--- config.mk ---
export PLATFORM = sky130hd
export DESIGN_NAME = lsu_mem_port
export DESIGN_NICKNAME = d
export VERILOG_FILES = /design/src/rtl/lsu_mem_port.sv
export SDC_FILE = /design/constraint.sdc
export NUM_CORES = 1
export LEC_CHECK = 0
export BUFFER_PORTS_ARGS = -buffer_cell sky130_fd_sc_hd__buf_2
export CAP_MARGIN = 20
export CORE_MARGIN = 2
export CORE_UTILIZATION = 51
export DETAILED_ROUTE_END_ITERATION = 10
export PLACE_DENSITY_LB_ADDON = 0.05
export SYNTH_ARGS = -nofsm -noshare
export SYNTH_HDL_FRONTEND = slang
export SYNTH_SLANG_ARGS = --single-unit
--- constraint.sdc ---
create_clock -name clk -period 2.5 [get_ports clk]
set_clock_uncertainty 0.1 [all_clocks]
set_input_delay 0.5 -clock clk [delete_from_list [all_inputs] [get_ports clk]]
set_output_delay 0.5 -clock clk [all_outputs]
set_load 0.005 [all_outputs]
--- src/rtl/lsu_mem_port.sv ---
// +----------------------------------------------------------------------------+
// | lsu_mem_port : load/store unit bridging execute stage and data memory port |
// | Splits or faults word-crossing accesses; merges and extends load data.     |
// | Revision: 1.0                                                              |
// +----------------------------------------------------------------------------+
`default_nettype none

module lsu_mem_port #(
    parameter int XLEN             = 32,
    parameter int ADDR_W           = 32,
    parameter int SPLIT_MISALIGNED = 1
) (
    input  logic                clk,
    input  logic                reset,
    input  logic                req_valid,
    output logic                req_ready,
    input  logic [ADDR_W-1:0]   req_addr,
    input  logic [XLEN-1:0]     req_wdata,
    input  logic                req_wr,
    input  logic [1:0]          req_size,
    input  logic                req_zero_extnd,
    output logic                rsp_valid,
    output logic [XLEN-1:0]     rsp_rdata,
    output logic                rsp_fault,
    output logic                mem_req,
    input  logic                mem_gnt,
    output logic [ADDR_W-1:0]   mem_addr,
    output logic                mem_wr,
    output logic [XLEN-1:0]     mem_wdata,
    output logic [XLEN/8-1:0]   mem_be,
    input  logic                mem_rvalid,
    input  logic [XLEN-1:0]     mem_rdata
);

    localparam int c_nb    = XLEN / 8;
    localparam int c_off_w = $clog2(c_nb);
    localparam logic [1:0] c_size_dword = 2'd3;
    localparam logic [2*c_nb-1:0] c_be_one = 1;

    typedef enum logic [2:0] {
        S_IDLE  = 3'd0,
        S_REQ0  = 3'd1,
        S_WAIT0 = 3'd2,
        S_REQ1  = 3'd3,
        S_WAIT1 = 3'd4,
        S_RESP  = 3'd5
    } state_t;

    state_t                r_state;
    logic [ADDR_W-1:0]     r_addr0;
    logic [c_off_w-1:0]    r_off;
    logic [1:0]            r_size;
    logic                  r_zx;
    logic                  r_wr;
    logic                  r_split;
    logic [c_nb-1:0]       r_be1;
    logic [XLEN-1:0]       r_wdata1;
    logic [XLEN-1:0]       r_rdata0;

    logic [c_off_w-1:0]    w_req_off;
    logic [3:0]            w_req_bytes;
    logic [4:0]            w_req_span;
    logic                  w_req_cross;
    logic                  w_req_fault;
    logic [ADDR_W-1:0]     w_aligned;
    logic [2*c_nb-1:0]     w_be_full;
    logic [2*XLEN-1:0]     w_wd_full;

    logic [XLEN-1:0]       w_lo;
    logic [XLEN-1:0]       w_hi;
    logic [2*XLEN-1:0]     w_shifted;
    logic [XLEN-1:0]       w_raw;
    logic [6:0]            w_lbits;
    logic [6:0]            w_shamt;
    logic [XLEN-1:0]       w_lsh;
    logic [XLEN-1:0]       w_ext;

    assign w_req_off   = req_addr[c_off_w-1:0];
    assign w_req_bytes = 4'd1 << req_size;
    assign w_req_span  = 5'(w_req_off) + 5'(w_req_bytes);
    assign w_req_cross = w_req_span > 5'(c_nb);
    assign w_req_fault = (req_size == c_size_dword && XLEN == 32) ||
                         (w_req_cross && SPLIT_MISALIGNED == 0);
    assign w_aligned   = {req_addr[ADDR_W-1:c_off_w], {c_off_w{1'b0}}};
    // Double-width lane images: low half is beat 0, high half is beat 1.
    assign w_be_full   = ((c_be_one << w_req_bytes) - c_be_one) << w_req_off;
    assign w_wd_full   = {{XLEN{1'b0}}, req_wdata} << {w_req_off, 3'b000};

    // Beat 0 data is live on mem_rdata unless the access was split.
    assign w_lo      = (r_state == S_WAIT1) ? r_rdata0 : mem_rdata;
    assign w_hi      = (r_state == S_WAIT1) ? mem_rdata : '0;
    assign w_shifted = {w_hi, w_lo} >> {r_off, 3'b000};
    assign w_raw     = w_shifted[XLEN-1:0];
    assign w_lbits   = 7'd8 << r_size;

    always_comb begin
        w_shamt = 7'(XLEN) - w_lbits;
        w_lsh   = w_raw << w_shamt;
        if (w_lbits >= 7'(XLEN)) begin
            w_ext = w_raw;
        end else if (r_zx) begin
            w_ext = w_lsh >> w_shamt;
        end else begin
            w_ext = $signed(w_lsh) >>> w_shamt;
        end
    end

    always_ff @(posedge clk) begin
        if (reset) begin
            r_state   <= S_IDLE;
            req_ready <= 1'b1;
            rsp_valid <= 1'b0;
            rsp_fault <= 1'b0;
            rsp_rdata <= '0;
            mem_req   <= 1'b0;
            mem_wr    <= 1'b0;
            mem_be    <= '0;
            mem_addr  <= '0;
            mem_wdata <= '0;
            r_addr0   <= '0;
            r_off     <= '0;
            r_size    <= '0;
            r_zx      <= 1'b0;
            r_wr      <= 1'b0;
            r_split   <= 1'b0;
            r_be1     <= '0;
            r_wdata1  <= '0;
            r_rdata0  <= '0;
        end else begin
            case (r_state)
                S_IDLE: begin
                    if (req_valid) begin
                        req_ready <= 1'b0;
                        r_addr0   <= w_aligned;
                        r_off     <= w_req_off;
                        r_size    <= req_size;
                        r_zx      <= req_zero_extnd;
                        r_wr      <= req_wr;
                        r_split   <= w_req_cross;
                        r_be1     <= w_be_full[2*c_nb-1:c_nb];
                        r_wdata1  <= w_wd_full[2*XLEN-1:XLEN];
                        if (w_req_fault) begin
                            rsp_valid <= 1'b1;
                            rsp_fault <= 1'b1;
                            rsp_rdata <= '0;
                            r_state   <= S_RESP;
                        end else begin
                            mem_req   <= 1'b1;
                            mem_wr    <= req_wr;
                            mem_addr  <= w_aligned;
                            mem_be    <= w_be_full[c_nb-1:0];
                            mem_wdata <= w_wd_full[XLEN-1:0];
                            r_state   <= S_REQ0;
                        end
                    end
                end
                S_REQ0: begin
                    if (mem_gnt) begin
                        if (r_wr && r_split) begin
                            mem_addr  <= r_addr0 + ADDR_W'(c_nb);
                            mem_be    <= r_be1;
                            mem_wdata <= r_wdata1;
                            r_state   <= S_REQ1;
                        end else if (r_wr) begin
                            mem_req   <= 1'b0;
                            rsp_valid <= 1'b1;
                            rsp_rdata <= '0;
                            r_state   <= S_RESP;
                        end else begin
                            mem_req   <= 1'b0;
                            r_state   <= S_WAIT0;
                        end
                    end
                end
                S_WAIT0: begin
                    if (mem_rvalid) begin
                        r_rdata0 <= mem_rdata;
                        if (r_split) begin
                            mem_req   <= 1'b1;
                            mem_addr  <= r_addr0 + ADDR_W'(c_nb);
                            mem_be    <= r_be1;
                            mem_wdata <= r_wdata1;
                            r_state   <= S_REQ1;
                        end else begin
                            rsp_valid <= 1'b1;
                            rsp_rdata <= w_ext;
                            r_state   <= S_RESP;
                        end
                    end
                end
                S_REQ1: begin
                    if (mem_gnt) begin
                        mem_req <= 1'b0;
                        if (r_wr) begin
                            rsp_valid <= 1'b1;
                            rsp_rdata <= '0;
                            r_state   <= S_RESP;
                        end else begin
                            r_state   <= S_WAIT1;
                        end
                    end
                end
                S_WAIT1: begin
                    if (mem_rvalid) begin
                        rsp_valid <= 1'b1;
                        rsp_rdata <= w_ext;
                        r_state   <= S_RESP;
                    end
                end
                S_RESP: begin
                    rsp_valid <= 1'b0;
                    rsp_fault <= 1'b0;
                    rsp_rdata <= '0;
                    req_ready <= 1'b1;
                    r_state   <= S_IDLE;
                end
                default: begin
                    r_state   <= S_IDLE;
                    req_ready <= 1'b1;
                    mem_req   <= 1'b0;
                end
            endcase
        end
    end

endmodule

`default_nettype wire
* After elaboration in Yosys (flattened, before gate mapping)
Cells that the tools add are included. W data, S select, Z words.
Cells by class: mux-type cells 67, bitwise logic cells 3, add/subtract/negate cells 4, eq/ne operators 17, reduce and logical (&&, ||, !) cells 16, shift operators 9, order comparisons 2
Operators by type and width (count):
- $mux W32 | 25
- $pmux W32 S3 | 2
- $pmux W32 S6 | 1
- $shl A32 B5 Y64 | 1
- $shr A64 B5 Y32 | 1
- $add A32 B3 Y32 const B | 1
- $shl A32 B7 Y32 | 1
- $shr A32 B7 Y32 | 1
- $sshr A32 B7 Y32 | 1
- $mux W3 | 9
- $mux W4 | 6
- $ne A2 B2 Y1 const B | 11
- $mux W1 | 18
- $pmux W3 S5 | 1
- $pmux W4 S3 | 1
- $reduce_and A9 Y1 | 1
- $reduce_and A8 Y1 | 1
- $shl A1 B4 Y8 const A | 1
- $shl A8 B2 Y8 | 1
- $sub A8 B1 Y8 const B | 1
- $ge A7 B6 Y1 const B | 1
- $reduce_and A7 Y1 | 1
- $shl A4 B2 Y7 const A | 1
- $sub A6 B7 Y7 const A | 1
- 21 further kinds | 29
Storage, ports and cells: output and inout port bits 105, input bits 105, register bits after elaboration 213

* Logic depth before layout (Yosys ltp)
Gate-level depths: netlist of the first run.
depth in word-level cells 10, mapped depth 10, mapped depth without buffers 9

* Worst setup path after synthesis of the first run
OpenSTA, ideal clock, no wires.
kind register to register, from register r_state[0], to register rsp_rdata[10], period minus slack after synthesis 2492 ps, setup slack 8 ps, arrival 2322 ps, required time 2330 ps, cell stages (with the launch flop) 8, path through dfxtp_1 -> buf_4 -> nor3b_2 -> mux2_2 -> mux2_2 -> nor4_1 -> o21ai_0 -> a21oi_1
Between the ends: word-level cells in the longest chain between the ends 10, elaborated cells between the ends (all ways) 28, classes of those cells eq/ne: 13; shift: 4; mux: 8; reduce/logical: 3
RTL lines:
- start, declared | line 49 | state_t r_state;
- start signal, assigned | line 110 | r_state <= S_IDLE;
- start signal, assigned | line 146 | r_state <= S_RESP;
- start signal, assigned | line 153 | r_state <= S_REQ0;
- $eq A3 B3 Y1 | line 90, 91, 130
- $mux W32, on equally long branches | line 90, 91
- $shr A64 B5 Y32 | line 92 | assign w_shifted = {w_hi, w_lo} >> {r_off, 3'b000};
- $shl A32 B7 Y32 | line 98 | w_lsh = w_raw << w_shamt;
- $sshr A32 B7 Y32 or $shr A32 B7 Y32 (tied branches) | line 104, 102
- $mux W32 | line 101 | end else if (r_zx) begin
- $mux W32 | line 99 | if (w_lbits >= 7'(XLEN)) begin
- $mux W32 | line 178 | if (r_split) begin
- $mux W32 | line 176 | if (mem_rvalid) begin
- $pmux W32 S6 | line 130 | case (r_state)
- end signal, assigned | line 186 | rsp_rdata <= w_ext;
- end signal, assigned | line 206 | rsp_rdata <= w_ext;
- end, declared | line 23 | output logic [XLEN-1:0] rsp_rdata,
Several ways; a longest one is shown, not always the timed one. The select of a mux whose other input is x is not followed. A chain may end at the register's enable or synchronous reset.

* Worst setup path in the final report of the first run
from register r_state[2], to register rsp_rdata[22]
The elaborated chain is that of the path after synthesis.

==> impl_metrics.env, run 1 <==
export IMPL_post_route_cells_drive_above_1_share=0.237
export IMPL_ir_drop_mv=0.646
export IMPL_cts_repair_resize_count=0
export IMPL_yosysSeqAreaShare=0.378
export IMPL_latest_clock_arrival_within_the_worst_skew_pair_ns=0.52
export IMPL_criticalPathCategory="reg2reg"
export IMPL_finalWeightedCongestion=0.896
export IMPL_rsz0062_at_grt="no"
export IMPL_yosysMostFrequentCell="nand2_1"
export IMPL_wirelength_mm=32.0
export IMPL_worstPathArrival_ns=2.62
export IMPL_finalSetupViolations=0
export IMPL_post_place_cells=1748
export IMPL_drv_cap=0
export IMPL_clk_pin_slew_ns=0.06
export IMPL_synth_largest_area_cell="dfxtp_1"
export IMPL_drt_pass1_iter_count=5
export IMPL_synthesis_area_sq_um=10700
export IMPL_avgViaCountPerCell=5.85
export IMPL_final_min_clock_period_ns=2.29
export IMPL_critical_path_max_fanout=10
export IMPL_synth_avg_cell_area_sq_um=8.03
export IMPL_route_vias_total=10500
export IMPL_worstPathRequired_ns=2.84
export IMPL_finish_utilization=0.627
export IMPL_hold_viol_final=0
export IMPL_synth_warnings=0
export IMPL_global_route_overflow_total=0
export IMPL_final_instance_count_excl_fill=1793
export IMPL_placeableCoreArea_sq_um=20800
export IMPL_max_slew_worst_pin_slew_ns=0.720
export IMPL_nNetsFinal=1608
export IMPL_grtUsageTotal=0.281
export IMPL_setup_worst_path_end_class="flip-flop"
export IMPL_area_overhead_of_the_layout_relative_to_synthesis_pct=21.6
export IMPL_pin_count_of_the_biggest_net_entering_global_routing=128
export IMPL_post_cts_setup_buffers=0
export IMPL_rows=53
export IMPL_slew_limit_headroom=0.519
export IMPL_synth_edff_count=0
export IMPL_hpwlAfterDp_mm=21.8
export IMPL_initial_core_utilization=0.516
export IMPL_pwr_density_cell_nw_per_um2=870
export IMPL_yosys_top_cells_count="nand2_1, dfxtp_1, a21oi_1"
export IMPL_initial_antenna_violation_count=3
export IMPL_synthDistinctLibCells=68
export IMPL_h_tree_levels=1
export IMPL_clock_sinks=203
export IMPL_post_synth_main_area_contributors="dfxtp_1, nand2_1, a21oi_1"
export IMPL_netlist_instances=1338
export IMPL_antenna_violating_nets_post_route=0
export IMPL_slew_viol_final=0
export IMPL_first_global_vias=9687
export IMPL_global_route_wire_length_before_repair_mm=51.1
export IMPL_cts_hold_fix_buffers=0
export IMPL_cts_tree="built"
export IMPL_floorplan_io_pins=210
export IMPL_achievable_frequency_mhz=437
export IMPL_port_buffers=207
export IMPL_detail_route_drc_violations=0
export IMPL_cts_root_buffer_cell="clkbuf_16"
export IMPL_first_iter_violations=711
export IMPL_synthDominantCellAreaShare=0.378
export IMPL_hold_path_class="in2reg"
export IMPL_avgRoutedWirePerCell_um=17.8
export IMPL_final_min_period_over_clock_period=0.915
export IMPL_cts_max_path_buffers=3
export IMPL_cts_made_buffers=24
export IMPL_synth_async_reset_ratio=0
export IMPL_die_area_sq_um=22200
export IMPL_ys_dominant_reg_cell="dfxtp_1"
export IMPL_floorplan_die_width_um=149
export IMPL_type_of_origin_of_the_critical_path="flip-flop"
export IMPL_run_status="completed"
export IMPL_final_setup_tns_ns=0
export IMPL_ys_seq_elements=203
export IMPL_die_height_um=149
export IMPL_leakage_nw=5.19
export IMPL_layout_filler_cell_count=1928
[per-layer routing]
| layer | part of all wire | vias to the layer above | track usage |
|---|---|---|---|
| li1 | - | 5096 | - |
| met1 | 0.44 | 4972 | 0.383 |
| met2 | 0.46 | 353 | 0.449 |
| met3 | 0.067 | 70 | 0.0538 |
| met4 | 0.030 | 2 | 0.0957 |
| met5 | 0.00038 | - | 0 |
[state kept, by name, summed over array words and instances (netlist names), 2 cells and up]
register   cells
r_addr0       30
mem_wdata     32
r_state        3
r_wdata1      24
r_rdata0      32
r_size         2
mem_be         4
rsp_rdata     32
r_be1          4
r_off          2
mem_addr      30
[metrics by stage]
| step | instance area, sq um | setup slack [ns] | hold slack (ns) | total power [W] |
|---|---|---|---|---|
| 6_report | 13100 | 0.213 | 0.133 | 0.0114 |
| 5_1_grt | 13100 | 0.0382 | 0.137 | 0.0120 |
| 4_1_cts | 13100 | 0.220 | 0.123 | 0.0114 |
| 3_5_place_dp | 12200 | 0.226 | 0.334 | 0.00772 |
| 3_3_place_gp | 12200 | 0.259 | 0.328 | 0.00769 |
| 2_1_floorplan | 10700 | 0.00772 | 0.332 | 0.00633 |
[critical path: stages (launching register included)]
cell and delay, ns:
dfxtp_1 0.35, nor3b_4 0.36, mux2_2 0.40, a222oi_1 0.42
nand4_1 0.23, buf_4 0.23, a21oi_1 0.12
[layout make-up]
| type | count | area (sq um) | share of cell area |
|---|---|---|---|
| Inverter | 12 | 45.0 | 0.00345 |
| Clock inverter | 5 | 75.1 | 0.00575 |
| Sequential cell | 203 | 4070 | 0.311 |
| Timing Repair Buffer | 260 | 1680 | 0.128 |
| Antenna cell | 2 | 5.00 | 0.000383 |
| Clock buffer | 38 | 764 | 0.0585 |
| Multi-Input combinational cell | 998 | 6080 | 0.466 |
| Tap cell | 275 | 344 | 0.0263 |
[report_power, final]
part / switching [W] / total (W) / internal, W
logic: 0.00213 / 0.00368 / 0.00155
registers: 0.000333 / 0.00401 / 0.00367
clock network: 0.00139 / 0.00368 / 0.00229
total: 0.00385 / 0.0114 / 0.00752
[cells by family (layout without fill, tap and decap cells)]
kind of cell,after synthesis,count (layout),share of synthesized area
buf+inv,138,315,0.0582
simple gates,502,502,0.209
mux,97,97,0.113
compound gates,365,365,0.214
xor+xnor,28,28,0.0228
other cells,1,4,0.000349
fa+ha+maj,4,4,0.00536
flops,203,203,0.378
[path summary, 6_finish.rpt]
path	startpoint	to	slack, ns	cells after the start
max reg2reg	r_state[2]	rsp_rdata[22]	0.21	6
min reg2reg	rsp_rdata[15]	rsp_rdata[15]	0.34	2
max	r_state[2]	rsp_rdata[22]	0.21	6
min	req_addr[31]	r_addr0[31]	0.13	3
[cells in the final DEF (no fill, tap or decap), types with 17 or more instances in the layout]
master     instances
o211ai_1          37
nor3_1            45
a211oi_1          30
dfxtp_1          201
buf_4             34
nor2_1            75
buf_12            19
nand3_1           45
clkbuf_16         25
mux4_2            17
o21ai_0           40
buf_2            206
nand2_1          267
a21oi_1          171
mux2i_1           59
mux2_2            21
Note: power is estimated with default switching activity, not from simulation.
==> run 2: changes to the inputs <==
Settings changed: CORE_UTILIZATION 51 to 60.
Clock period 2.5 ns to 2.9 ns, I/O delays scaled along.
==> run 2 against run 1 <==
Critical path depth did not move. Count of clock-buffer cells in the layout down 3. Largest power group unchanged. First-iteration DRC count grew 35%. Via count up 0.27%. Worst setup slack better by 0.017 ns.
==> impl_metrics.env, run 2 (synthesized netlist as in run 1, its figures left out) <==
export IMPL_cts_root_buffer_cell="clkbuf_16"
export IMPL_hold_path_startpoint="req_addr[31]"
export IMPL_rr_startpoint="r_state[2]"
export IMPL_power_internal_w=0.00619
export IMPL_post_route_worst_setup_slack_ns=0.230
export IMPL_layout_top_registers="mem_wdata x32, r_rdata0 x32, rsp_rdata x32"
export IMPL_slowest_delay_ns=0.50
export IMPL_die_area_sq_um=19000
export IMPL_hold_viol_final=0
export IMPL_power_clock_fraction=0.315
export IMPL_criticalPathCategory="reg2reg"
export IMPL_initial_core_utilization=0.617
export IMPL_detail_route_drc_violations=0
export IMPL_place_worst_setup_slack_ns=0.326
export IMPL_pin_count_of_the_biggest_net_entering_global_routing=75
export IMPL_hpwlAfterDp_mm=20.7
export IMPL_area_overhead_of_the_layout_relative_to_synthesis_pct=18.0
export IMPL_pwr_density_cell_nw_per_um2=743
export IMPL_first_global_vias=9492
export IMPL_first_iter_violations=960
export IMPL_final_setup_tns_ns=0
export IMPL_drt_pass1_iter_count=5
export IMPL_floorplan_die_width_um=138
export IMPL_finalSetupViolations=0
export IMPL_clock_sinks=203
export IMPL_rsz0062_at_grt="no"
export IMPL_cts_max_path_buffers=3
export IMPL_die_height_um=138
export IMPL_critical_path_max_fanout=10
export IMPL_grtUsageTotal=0.313
export IMPL_final_min_clock_period_ns=2.67
export IMPL_global_route_wire_length_before_repair_mm=48.0
export IMPL_post_route_cells_drive_above_1_share=0.228
export IMPL_critical_path_top_delay_family="simple AND/OR/NAND/NOR gates"
export IMPL_critical_path_cell_chain="nor3b_4 > mux2_2 > a222oi_1 > nand4_1 > buf_4 > a21oi_1"
export IMPL_finalWeightedCongestion=0.944
export IMPL_pwr_share_comb=0.318
export IMPL_worstPathArrival_ns=2.99
export IMPL_crit_reg2reg_capture="rsp_rdata[25]"
export IMPL_switching_power_w=0.00323
export IMPL_setup_reg_to_reg_worst_slack_ns=0.23
export IMPL_initial_antenna_violation_count=2
export IMPL_critical_path_slowest_cell="dfxtp_1"
export IMPL_clk_pin_slew_ns=0.06
export IMPL_setup_worst_path_end_class="flip-flop"
export IMPL_finalPower_w=0.00942
export IMPL_placeableCoreArea_sq_um=17400
export IMPL_worst_r2r_cell_count=6
export IMPL_cts_made_buffers=23
export IMPL_sw_frac_of_total=0.342
export IMPL_worstPathRequired_ns=3.22
export IMPL_max_slew_worst_pin_slew_ns=0.801
export IMPL_leakage_nw=5.03
export IMPL_floorplan_io_pins=210
export IMPL_layout_common_cells="nand2_1, buf_2, dfxtp_1"
export IMPL_nNetsFinal=1592
export IMPL_cts_hold_fix_buffers=0
export IMPL_slew_limit_headroom=0.466
export IMPL_hold_path_cell_count=3
export IMPL_drv_cap=0
export IMPL_hold_path_class="in2reg"
export IMPL_type_of_origin_of_the_critical_path="flip-flop"
export IMPL_route_vias_total=10500
export IMPL_ir_drop_mv=0.703
export IMPL_seq_power_share=0.367
export IMPL_avgRoutedWirePerCell_um=17.8
export IMPL_achievable_frequency_mhz=375
export IMPL_antenna_violating_nets_post_route=0
export IMPL_port_buffers=207
export IMPL_commonest_non_fill_non_tap_cell_in_the_layout="nand2_1"
export IMPL_run_status="completed"
export IMPL_post_cts_setup_buffers=0
export IMPL_latest_clock_arrival_within_the_worst_skew_pair_ns=0.51
export IMPL_cts_tree="built"
export IMPL_hold_path_end="r_addr0[31]"
export IMPL_rows=48
export IMPL_worstPathBufferInverterCount=1
export IMPL_cts_repair_resize_count=0
export IMPL_global_route_overflow_total=0
export IMPL_avgViaCountPerCell=6.10
export IMPL_wirelength_mm=30.7
export IMPL_slew_viol_final=0
export IMPL_h_tree_levels=1
export IMPL_final_min_period_over_clock_period=0.921
run 2: cell types whose count changed in the layout (fill, tap and decap cells not counted), sizes merged:
cell,change
buf,-15
clkbuf,-3
diode,+1
run 2: power by group through the flow:
stage | sequential (W) | combinational [W] | clock [W]
detailed placement | 0.00351 | 0.00295 | 0
floorplan | 0.00344 | 0.00202 | 0
CTS | 0.00345 | 0.00296 | 0.00300
global placement | 0.00350 | 0.00291 | 0
finish | 0.00346 | 0.00299 | 0.00297
global route | 0.00350 | 0.00328 | 0.00312
run 2: layout make-up:
type                    instances  area, sq um
clock buffers                  35          701
clock inverters                 5         75.1
inverters                      12         45.0
multi-input cells             998         6080
flip-flops and latches        203         4070
well taps                     225          282
fillers                      1429         4740
diodes                          3         7.51
repair buffers                245         1420
run 2: worst register-to-register path, cell delays in order, from the launching register on:
cell and delay, ns:
dfxtp_1 0.50, nor3b_4 0.44, mux2_2 0.40, a222oi_1 0.48, nand4_1 0.28, buf_4 0.26
a21oi_1 0.14
run 2: metrics by stage:
stage / std cells / hold slack [ns] / area (sq um) / utilization
after floorplan: 1339 / 0.332 / 10700 / -
after global placement: 1683 / 0.331 / 11900 / 0.683
after detailed placement: 1683 / 0.337 / 11900 / 0.683
after CTS: 1723 / 0.209 / 12700 / 0.727
after global routing: 1724 / 0.226 / 12700 / 0.727
final: 1726 / 0.221 / 12700 / 0.728
run 2: routing by layer:
layer	global-route usage	vias to the layer above	share of wire
met5	0	-	0
li1	-	5060	-
met1	0.417	4933	0.43
met3	0.0640	65	0.082
met4	0.0992	0	0.025
met2	0.511	463	0.46
run 2: worst max path at each step:
stage,startpoint,to,slack [ns],depth (start not counted)
floorplan,r_state[0],rsp_rdata[10],0.41,7
global placement,req_size[0],mem_addr[20],0.40,9
detailed placement,req_size[0],mem_addr[20],0.33,9
CTS,r_state[2],rsp_rdata[26],0.31,6
global route,r_state[2],rsp_rdata[25],0.07,6
finish,r_state[2],rsp_rdata[25],0.23,6
